### config.mk
export PLATFORM = sky130hd
export DESIGN_NAME = stft_th_detector
export DESIGN_NICKNAME = d
export VERILOG_FILES = /design/src/rtl/stft_det_pkg.sv /design/src/rtl/stft_det_outreg.sv /design/src/rtl/stft_th_detector.sv
export SDC_FILE = /design/constraint.sdc
export NUM_CORES = 1
export LEC_CHECK = 0
export ABC_AREA = 1
export BUFFER_PORTS_ARGS = -buffer_cell sky130_fd_sc_hd__clkbuf_2
export CORE_MARGIN = 2
export CORE_UTILIZATION = 57
export DETAILED_ROUTE_END_ITERATION = 7
export PLACE_DENSITY = 0.86
export SETUP_SLACK_MARGIN = 0.3
export SYNTH_ARGS = -nofsm -noshare
export SYNTH_HDL_FRONTEND = slang
export SYNTH_HIERARCHICAL = 1
export SYNTH_SLANG_ARGS = --single-unit
### constraint.sdc
create_clock -name clk -period 3.5 [get_ports clk]
set_input_delay 0.7 -clock clk [delete_from_list [all_inputs] [get_ports clk]]
set_output_delay 0.7 -clock clk [all_outputs]
set_load 0.005 [all_outputs]
### src/rtl/stft_det_pkg.sv
// Shared definitions for the STFT per-bin threshold detector.
// Latency: n/a (types, constants and elaboration-time helpers only).
// Backpressure: n/a.
package stft_det_pkg;

    typedef enum logic [1:0] {
        IDLE = 2'd0,
        RUN  = 2'd1,
        DONE = 2'd2
    } state_t;

    localparam int DEF_WN = 10;   // ROM address / bin-index width
    localparam int DEF_WL = 10;   // ROM threshold word width
    localparam int DEF_WD = 16;   // magnitude width

    // Width both compare operands are zero-extended to.
    function automatic int cmp_width(input int wd, input int wth);
        return (wd > wth) ? wd : wth;
    endfunction

endpackage

### src/rtl/stft_det_outreg.sv
// Single-stage valid/ready pipeline register carrying {det, bin, mag}.
// Latency: 1 cycle from load to out_valid.
// Backpressure: holds its contents while out_valid & ~out_ready; the parent only loads when empty or draining.
// Ports: load/load_* capture a beat, flush drops any pending beat, out_* is the registered stream.
module stft_det_outreg #(
    parameter int WN = 10,
    parameter int WD = 16
) (
    input  logic          clk,
    input  logic          rst_n,
    input  logic          flush,
    input  logic          load,
    input  logic          load_det,
    input  logic [WN-1:0] load_bin,
    input  logic [WD-1:0] load_mag,
    input  logic          out_ready,
    output logic          out_valid,
    output logic          out_det,
    output logic [WN-1:0] out_bin,
    output logic [WD-1:0] out_mag
);

    always_ff @(posedge clk or negedge rst_n) begin
        if (!rst_n) begin
            out_valid <= 1'b0;
            out_det   <= 1'b0;
            out_bin   <= '0;
            out_mag   <= '0;
        end else if (flush) begin
            out_valid <= 1'b0;
        end else if (load) begin
            out_valid <= 1'b1;
            out_det   <= load_det;
            out_bin   <= load_bin;
            out_mag   <= load_mag;
        end else if (out_ready) begin
            out_valid <= 1'b0;
        end
    end

endmodule

### src/rtl/stft_th_detector.sv
// Per-bin threshold detector: compares each STFT magnitude with the scaled ROM threshold, counts hits per frame.
// Latency: 1 cycle from accepted input beat to out_*; frame_done one cycle after the last beat drains.
// Backpressure: in_ready = RUN & (~out_valid | out_ready); full throughput, beats held while out_ready is low.
// Ports: start/abort control, in_* magnitude stream, TH_addr/oTH to the external threshold ROM (combinational read),
//        out_* detection stream, frame_done/hit_cnt frame summary, busy.
// Optional: define STFT_TH_PEAK_HOLD_EN to add peak_bin/peak_mag (frame maximum, earliest bin on ties).
module stft_th_detector
    import stft_det_pkg::*;
#(
    parameter int WN       = DEF_WN,
    parameter int WL       = DEF_WL,
    parameter int WD       = DEF_WD,
    parameter int NBINS    = 512,
    parameter int TH_SHIFT = 6
) (
    input  logic          clk,
    input  logic          rst_n,
    input  logic          start,
    input  logic          abort,
    input  logic          in_valid,
    input  logic [WD-1:0] in_mag,
    output logic          in_ready,
    output logic [WN-1:0] TH_addr,
    input  logic [WL-1:0] oTH,
    output logic          out_valid,
    input  logic          out_ready,
    output logic          out_det,
    output logic [WN-1:0] out_bin,
    output logic [WD-1:0] out_mag,
    output logic          frame_done,
    output logic [WN:0]   hit_cnt,
`ifdef STFT_TH_PEAK_HOLD_EN
    output logic [WN-1:0] peak_bin,
    output logic [WD-1:0] peak_mag,
`endif
    output logic          busy
);

    localparam int            CW       = cmp_width(WD, WL + TH_SHIFT);
    localparam logic [WN-1:0] LAST_BIN = WN'(NBINS - 1);

    state_t        state;
    logic [WN-1:0] bin_cnt;
    logic [WN:0]   hit_acc;
    logic [CW-1:0] mag_ext;
    logic [CW-1:0] th_ext;
    logic          det;
    logic          accept;

    // Shift after widening so no threshold bits are lost.
    assign mag_ext  = CW'(in_mag);
    assign th_ext   = CW'(oTH) << TH_SHIFT;
    assign det      = (mag_ext >= th_ext);

    assign in_ready = (state == RUN) && (!out_valid || out_ready);
    assign accept   = in_valid && in_ready;
    assign TH_addr  = bin_cnt;
    assign busy     = (state != IDLE);

`ifdef STFT_TH_PEAK_HOLD_EN
    logic [WN-1:0] run_peak_bin;
    logic [WD-1:0] run_peak_mag;

    // Strict '>' keeps the earliest bin on equal maxima.
    always_ff @(posedge clk or negedge rst_n) begin
        if (!rst_n) begin
            run_peak_bin <= '0;
            run_peak_mag <= '0;
            peak_bin     <= '0;
            peak_mag     <= '0;
        end else if (!abort) begin
            if (state == IDLE && start) begin
                run_peak_bin <= '0;
                run_peak_mag <= '0;
                peak_bin     <= '0;
                peak_mag     <= '0;
            end else if (accept && in_mag > run_peak_mag) begin
                run_peak_bin <= bin_cnt;
                run_peak_mag <= in_mag;
            end else if (state == DONE && (!out_valid || out_ready)) begin
                peak_bin <= run_peak_bin;
                peak_mag <= run_peak_mag;
            end
        end
    end
`endif

    always_ff @(posedge clk or negedge rst_n) begin
        if (!rst_n) begin
            state      <= IDLE;
            bin_cnt    <= '0;
            hit_acc    <= '0;
            hit_cnt    <= '0;
            frame_done <= 1'b0;
        end else if (abort) begin
            // Pending beat is dropped by the output register's flush.
            state      <= IDLE;
            bin_cnt    <= '0;
            frame_done <= 1'b0;
        end else begin
            frame_done <= 1'b0;
            case (state)
                IDLE: begin
                    if (start) begin
                        state   <= RUN;
                        bin_cnt <= '0;
                        hit_acc <= '0;
                    end
                end
                RUN: begin
                    if (accept) begin
                        if (det) begin
                            hit_acc <= hit_acc + 1'b1;
                        end
                        if (bin_cnt == LAST_BIN) begin
                            bin_cnt <= '0;
                            state   <= DONE;
                        end else begin
                            bin_cnt <= bin_cnt + 1'b1;
                        end
                    end
                end
                DONE: begin
                    // Wait for the last detection beat to leave before reporting.
                    if (!out_valid || out_ready) begin
                        state      <= IDLE;
                        frame_done <= 1'b1;
                        hit_cnt    <= hit_acc;
                    end
                end
                default: state <= IDLE;
            endcase
        end
    end

    stft_det_outreg #(
        .WN (WN),
        .WD (WD)
    ) u_outreg (
        .clk       (clk),
        .rst_n     (rst_n),
        .flush     (abort),
        .load      (accept),
        .load_det  (det),
        .load_bin  (bin_cnt),
        .load_mag  (in_mag),
        .out_ready (out_ready),
        .out_valid (out_valid),
        .out_det   (out_det),
        .out_bin   (out_bin),
        .out_mag   (out_mag)
    );

endmodule

==> results.py, run 1 <==
metrics = {
    "outcome": {
        "status": "finished clean",
    },
    "final_layout": {
        "final_common_cell": "nand2_1",
        "utilization_pct": 71.1,
        "syn_to_final_growth_pct": 19.0,
        "drive_above_1_share_pct": 23.4,
        "final_cell_mix": "nand2_1, clkbuf_2, dfrtp_1",
        "multi_input_area_um2": 1470,
        "n_antenna_cell": 0,
        "register_area_um2": 1580,
        "nets": 560,
        "fill_cells": 462,
    },
    "clocking": {
        "cts.clk_slew.worst_paths_ns": 0.07,
        "hold_buffers": 0,
        "htreeDepth": 3,
        "cts_sinks": 63,
        "clk_latency_ns": 0.34,
        "post_cts_buffers": 0,
        "clockBufferDepth": 2,
        "cts_resized": 0,
        "cts_tree": "done",
        "numCtsBuffers": 9,
        "cts_root_buf": "clkbuf_8",
    },
    "place": {
        "dpl.hpwl_mm": 5.57,
        "gp_congestion": 0.859,
        "portBuffers": 83,
    },
    "synth": {
        "ys_ff_latch": 63,
        "yosysUniqueCellTypes": 27,
        "syn-num-nets": 475,
        "yosys.area_share.simple_pct": 34.0,
        "synth_compound_area_share_pct": 5.23,
        "synth.mux.area_fraction_pct": 0,
        "synth_area_um2": 3350,
        "netlist_instances": 431,
        "ys_seq_area_share_pct": 47.1,
        "synth.avg_cell_area_um2": 7.77,
        "synth_adder_area_share_pct": 4.48,
        "yosysWarnings": 6,
        "synth_top_family_by_area": "simple AND/OR/NAND/NOR gates",
        "synth_xor_area_share_pct": 0.261,
    },
    "worst_setup_path": {
        "path_max_fanout": 10,
        "crit_path_start_kind": "register",
        "critPathArrivalTime_ns": 1.42,
        "required_ns": 2.80,
        "critPathCaptureType": "output pin",
        "r2r_slack_ns": 1.61,
        "critPathKind": "reg -> out",
    },
    "timing": {
        "finalHoldViolations": 0,
        "rsz0062_at_grt": "no",
        "fin_crit_sh_pct": 60.6,
        "setup_viol": 0,
        "tns_ns": 0,
        "layout_min_cycle_time_ns": 2.12,
        "tightestPinTransition_ns": 0.795,
        "fin_skew_ns": 0.00519,
        "report.final.slew_viol_count": 0,
        "max_freq_ghz": 0.471,
        "slew_headroom_pct": 46.9,
    },
    "drt": {
        "drt_iter0_drc": 237,
        "dr.pass1.iters": 5,
        "wl_per_cell_um": 13.1,
        "wl_mm": 7.77,
        "via_per_inst": 5.29,
        "antenna_left": 0,
        "drc": 0,
        "via_count": 3139,
    },
    "power_and_ir_drop": {
        "p_per_area_nw_per_um2": 569,
        "leakage_nw": 2.28,
        "ir_drop_mv": 0.324,
    },
    "floorplanning": {
        "die_area_um2": 6510,
        "die_h_um": 80.7,
        "die_width_um": 80.7,
        "ios": 84,
        "rows": 27,
        "start_util_pct": 59.8,
        "core_area_um2": 5610,
    },
    "global_routing": {
        "overflow": 0,
        "grt_first_pass_wirelength_mm": 12.9,
        "antenna_found_initial": 0,
        "grt_use_total_pct": 26.0,
        "grt_start_max_net_pins": 41,
        "grt_pass1_vias": 2915,
    },
    "flow_run": {
        "maxCapViolations": 0,
    },
    "min_path": {
        "hp-class": "in -> async",
    },
}
-- worst max-delay path: stages (launching register included) --
cell and delay (ns):
dfrtp_1 0.42, nor2_2 0.14, buf_4 0.20, inv_4 0.08, nor2_1 0.11, clkbuf_2 0.13
-- synth_stat cells --
library cell / number / share of area, %
o21ai_1: 7 / 1.0
nand2_8: 1 / 0.60
nor2_8: 1 / 0.60
nand3b_1: 1 / 0.22
o21a_1: 1 / 0.22
o21ai_0: 8 / 1.2
dfrtp_1: 63 / 47
inv_4: 2 / 0.37
nor2_4: 1 / 0.34
nand2_2: 6 / 1.1
nor3_1: 4 / 0.60
nand4_1: 3 / 0.56
nor2_1: 30 / 3.4
o21bai_1: 1 / 0.22
nand3_2: 2 / 0.60
ha_1: 12 / 4.5
nand3_1: 49 / 7.3
nor3_4: 1 / 0.49
inv_2: 5 / 0.56
buf_6: 6 / 2.0
a21oi_1: 17 / 2.5
buf_4: 6 / 1.3
nand2_1: 159 / 18
and3_1: 1 / 0.19
inv_1: 42 / 4.7
nor2_2: 1 / 0.19
xnor2_1: 1 / 0.26
-- sequential cells by signal, summed over array words and instances, names as in the netlist --
register            count
TH_addr                10
frame_done              1
hit_acc                11
hit_cnt                11
state                   2
u_outreg/out_bin       10
u_outreg/out_det        1
u_outreg/out_mag       16
u_outreg/out_valid      1
-- final cells by class --
class / instances / share of cell area, %
Timing Repair Buffer: 86 / 11.0
Multi-Input combinational cell: 307 / 36.9
Tap cell: 72 / 2.26
Inverter: 49 / 4.74
Clock buffer: 9 / 3.11
Sequential cell: 63 / 39.5
Clock inverter: 7 / 2.45
-- routing by layer --
layer,up-vias,GRT usage (%),share of wire (%)
met5,-,0,0
met4,0,11.2,1.4
met3,12,4.72,5.8
met2,123,42.5,49
met1,1473,33.7,44
li1,1531,-,-
-- worst paths after layout --
| kind | from | end | depth (start not counted) |
|---|---|---|---|
| setup / recovery | state[1] | in_ready | 5 |
| hold / removal | rst_n | hit_cnt[6] | 1 |
| setup reg to reg | state[1] | u_outreg/out_mag[8] | 6 |
| hold reg to reg | u_outreg/out_mag[1] | u_outreg/out_mag[1] | 2 |
| max in group asynchronous | rst_n | TH_addr[3] | 2 |
| min in group clk | u_outreg/out_mag[1] | u_outreg/out_mag[1] | 2 |
-- where the power goes --
part | total (W) | leakage (nW) | internal [W] | switching [W]
Clock | 0.000695 | 0.0937 | 0.000400 | 0.000295
Sequential | 0.000956 | 0.852 | 0.000866 | 0.0000905
Combinational | 0.000617 | 1.33 | 0.000230 | 0.000387
Total | 0.00227 | 2.28 | 0.00150 | 0.000773
-- stage by stage --
step	area (um2)	hold WS (ns)	total power, W	setup slack, ns	instances
after floorplan	3350	0.404	0.00136	1.57	431
after global placement	3770	0.454	0.00156	1.36	577
after detailed placement	3770	0.458	0.00159	1.29	577
after CTS	3990	0.363	0.00228	1.35	593
after global routing	3990	0.387	0.00242	1.27	593
final	3990	0.347	0.00227	1.38	593
-- logic make-up (layout without fill, tap and decap cells) --
group	count (synthesis)	after routing
buffers and inverters	61	151
XOR/XNOR	1	1
flip-flops	63	63
adder cells (fa/ha/maj)	12	12
AO/OA/AOI/OAI	34	34
AND/OR/NAND/NOR	260	260
Note: power is estimated with default switching activity, not from simulation.
==> run 2, diff against run 1 <==
--- a/config.mk
+++ b/config.mk
@@ -8,9 +8,9 @@
 export ABC_AREA = 1
 export BUFFER_PORTS_ARGS = -buffer_cell sky130_fd_sc_hd__clkbuf_2
 export CORE_MARGIN = 2
-export CORE_UTILIZATION = 57
+export CORE_UTILIZATION = 53
 export DETAILED_ROUTE_END_ITERATION = 7
-export PLACE_DENSITY = 0.86
+export PLACE_DENSITY = 0.81
 export SETUP_SLACK_MARGIN = 0.3
 export SYNTH_ARGS = -nofsm -noshare
 export SYNTH_HDL_FRONTEND = slang
==> constraint.sdc (replaced) <==
create_clock -name clk -period 2.15 [get_ports clk]
set_input_delay 0.43 -clock clk [delete_from_list [all_inputs] [get_ports clk]]
set_output_delay 0.43 -clock clk [all_outputs]
set_load 0.005 [all_outputs]
==> results.py, run 2 (same netlist as run 1, synthesis figures left out) <==
metrics = {
    "outcome": {
        "status": "finished clean",
    },
    "final_layout": {
        "reg_top3": "u_outreg/out_mag: 16 flops, hit_acc: 11 flops, hit_cnt: 11 flops",
        "regMostFlops": "u_outreg/out_mag",
        "n_antenna_cell": 0,
        "final_common_cell": "nand2_1",
        "drive_above_1_share_pct": 23.8,
        "final_cell_mix": "nand2_1, clkbuf_2, dfrtp_1",
        "largest_register_ffs": 16,
        "syn_to_final_growth_pct": 20.2,
        "nets": 561,
    },
    "drt": {
        "wl_per_cell_um": 12.8,
        "antenna_left": 0,
        "dr.pass1.iters": 5,
        "via_per_inst": 5.12,
        "via_count": 3057,
        "wl_mm": 7.64,
        "drc": 0,
        "drt_iter0_drc": 193,
    },
    "timing": {
        "tightestPinTransition_ns": 0.399,
        "tns_ns": 0,
        "max_freq_ghz": 0.559,
        "report.final.slew_viol_count": 0,
        "setup_viol": 0,
        "layout_min_cycle_time_ns": 1.79,
        "finalHoldViolations": 0,
        "rsz0062_at_grt": "yes",
        "slew_headroom_pct": 73.4,
        "whs_ns": 0.0933,
        "fin_skew_ns": 0.00655,
        "fin_crit_sh_pct": 83.2,
    },
    "worst_setup_path": {
        "critPathKind": "reg -> out",
        "crit_family": "flip-flops",
        "r2r_slack_ns": 0.50,
        "required_ns": 1.72,
        "crit_path_cell_trace": "nor2_2 -> buf_6 -> inv_4 -> nor2_1 -> clkbuf_2",
        "cpMaxStageDelayCell": "dfrtp_1",
        "critPathCaptureType": "output pin",
        "slowest_delay_ns": 0.42,
        "crit_path_start_kind": "register",
        "critPathArrivalTime_ns": 1.36,
        "worstPathBufferInverterCount": 3,
        "path_max_fanout": 10,
    },
    "floorplanning": {
        "rows": 28,
        "die_h_um": 83.5,
        "die_area_um2": 6970,
        "core_area_um2": 6030,
        "die_width_um": 83.5,
        "ios": 84,
        "start_util_pct": 55.6,
    },
    "global_routing": {
        "grt_first_pass_wirelength_mm": 13.3,
        "overflow": 0,
        "grt_start_max_net_pins": 64,
        "antenna_found_initial": 0,
        "grt_use_total_pct": 23.5,
        "grt_pass1_vias": 2867,
    },
    "flow_run": {
        "maxCapViolations": 0,
    },
    "power_and_ir_drop": {
        "p_sw_w": 0.00124,
        "p_per_area_nw_per_um2": 930,
        "combPwrFrac_pct": 27.1,
        "clkPwrFrac_pct": 31.4,
        "p_int_w": 0.00251,
        "leakage_nw": 2.30,
        "p_sw_share_pct": 33.0,
        "p_seq_share_pct": 41.5,
        "ir_drop_mv": 0.571,
    },
    "clocking": {
        "cts_sinks": 63,
        "hold_buffers": 0,
        "cts_root_buf": "clkbuf_8",
        "cts_resized": 0,
        "post_cts_buffers": 0,
        "clk_latency_ns": 0.33,
        "clockBufferDepth": 2,
        "cts_tree": "done",
        "numCtsBuffers": 9,
        "cts.clk_slew.worst_paths_ns": 0.07,
        "htreeDepth": 3,
    },
    "place": {
        "portBuffers": 83,
        "dpl.hpwl_mm": 5.38,
        "gp_congestion": 0.880,
    },
    "min_path": {
        "hp-class": "in -> async",
    },
}
-- run 2: cell count changes in the layout (fill, tap and decap cells not counted), sizes merged --
cell | previous run | this run
clkinv | 0 | 1
clkinvlp | 5 | 2
buf | 3 | 4
clkbuf | 92 | 94
-- run 2: area by class of cell --
class | instances | area [um2]
fill | 514 | 2000
sequential | 63 | 1580
multi-input combinational | 307 | 1480
timing repair buffer | 87 | 462
inverter | 49 | 189
clock buffer | 11 | 151
tap | 75 | 93.8
clock inverter | 5 | 80.1
-- run 2: power by group through the flow --
stage | clock network [W] | registers (W) | logic, W
after floorplan | 0 | 0.00158 | 0.000629
after global placement | 0 | 0.00157 | 0.000988
after detailed placement | 0 | 0.00158 | 0.00102
after CTS | 0.00120 | 0.00156 | 0.00102
after global routing | 0.00126 | 0.00159 | 0.00115
final | 0.00118 | 0.00155 | 0.00102
-- run 2: worst paths after layout --
path | start | to | cells after the start
worst max-delay path | state[1] | in_ready | 5
worst min-delay path | rst_n | u_outreg/out_mag[12] | 2
worst max register to register | TH_addr[1] | state[1] | 10
worst min register to register | u_outreg/out_bin[4] | u_outreg/out_bin[4] | 2
max in group asynchronous | rst_n | hit_acc[8] | 2
min in group clk | out_ready | u_outreg/out_valid | 4
-- run 2: worst reg2reg max path, stage by stage, from the launching register on --
cell and delay, ns:
dfrtp_1 0.42, ha_1 0.19, nand2_1 0.12, nor2_2 0.18, nand3_1 0.11, nand2_2 0.11
nand2_2 0.10, inv_2 0.09, nand2_2 0.07, nor2_1 0.12, nor2_1 0.06
-- run 2: metrics by stage --
stage / utilization (%) / std cells / total power [W] / setup slack, ns / instance area [um2]
after floorplan: - / 431 / 0.00221 / 0.488 / 3350
after global placement: 62.9 / 581 / 0.00256 / 0.232 / 3790
after detailed placement: 62.9 / 581 / 0.00259 / 0.161 / 3790
after CTS: 66.7 / 597 / 0.00378 / 0.319 / 4020
after global routing: 66.8 / 597 / 0.00399 / 0.272 / 4030
final: 66.8 / 597 / 0.00375 / 0.362 / 4030
-- run 2: layer usage --
layer | vias to the layer above | share of wire (%) | GRT usage (%)
met5 | - | 0 | 0
met1 | 1419 | 46 | 31.7
met4 | 0 | 1.6 | 8.36
met2 | 98 | 47 | 37.4
met3 | 10 | 5.8 | 5.44
li1 | 1530 | - | -
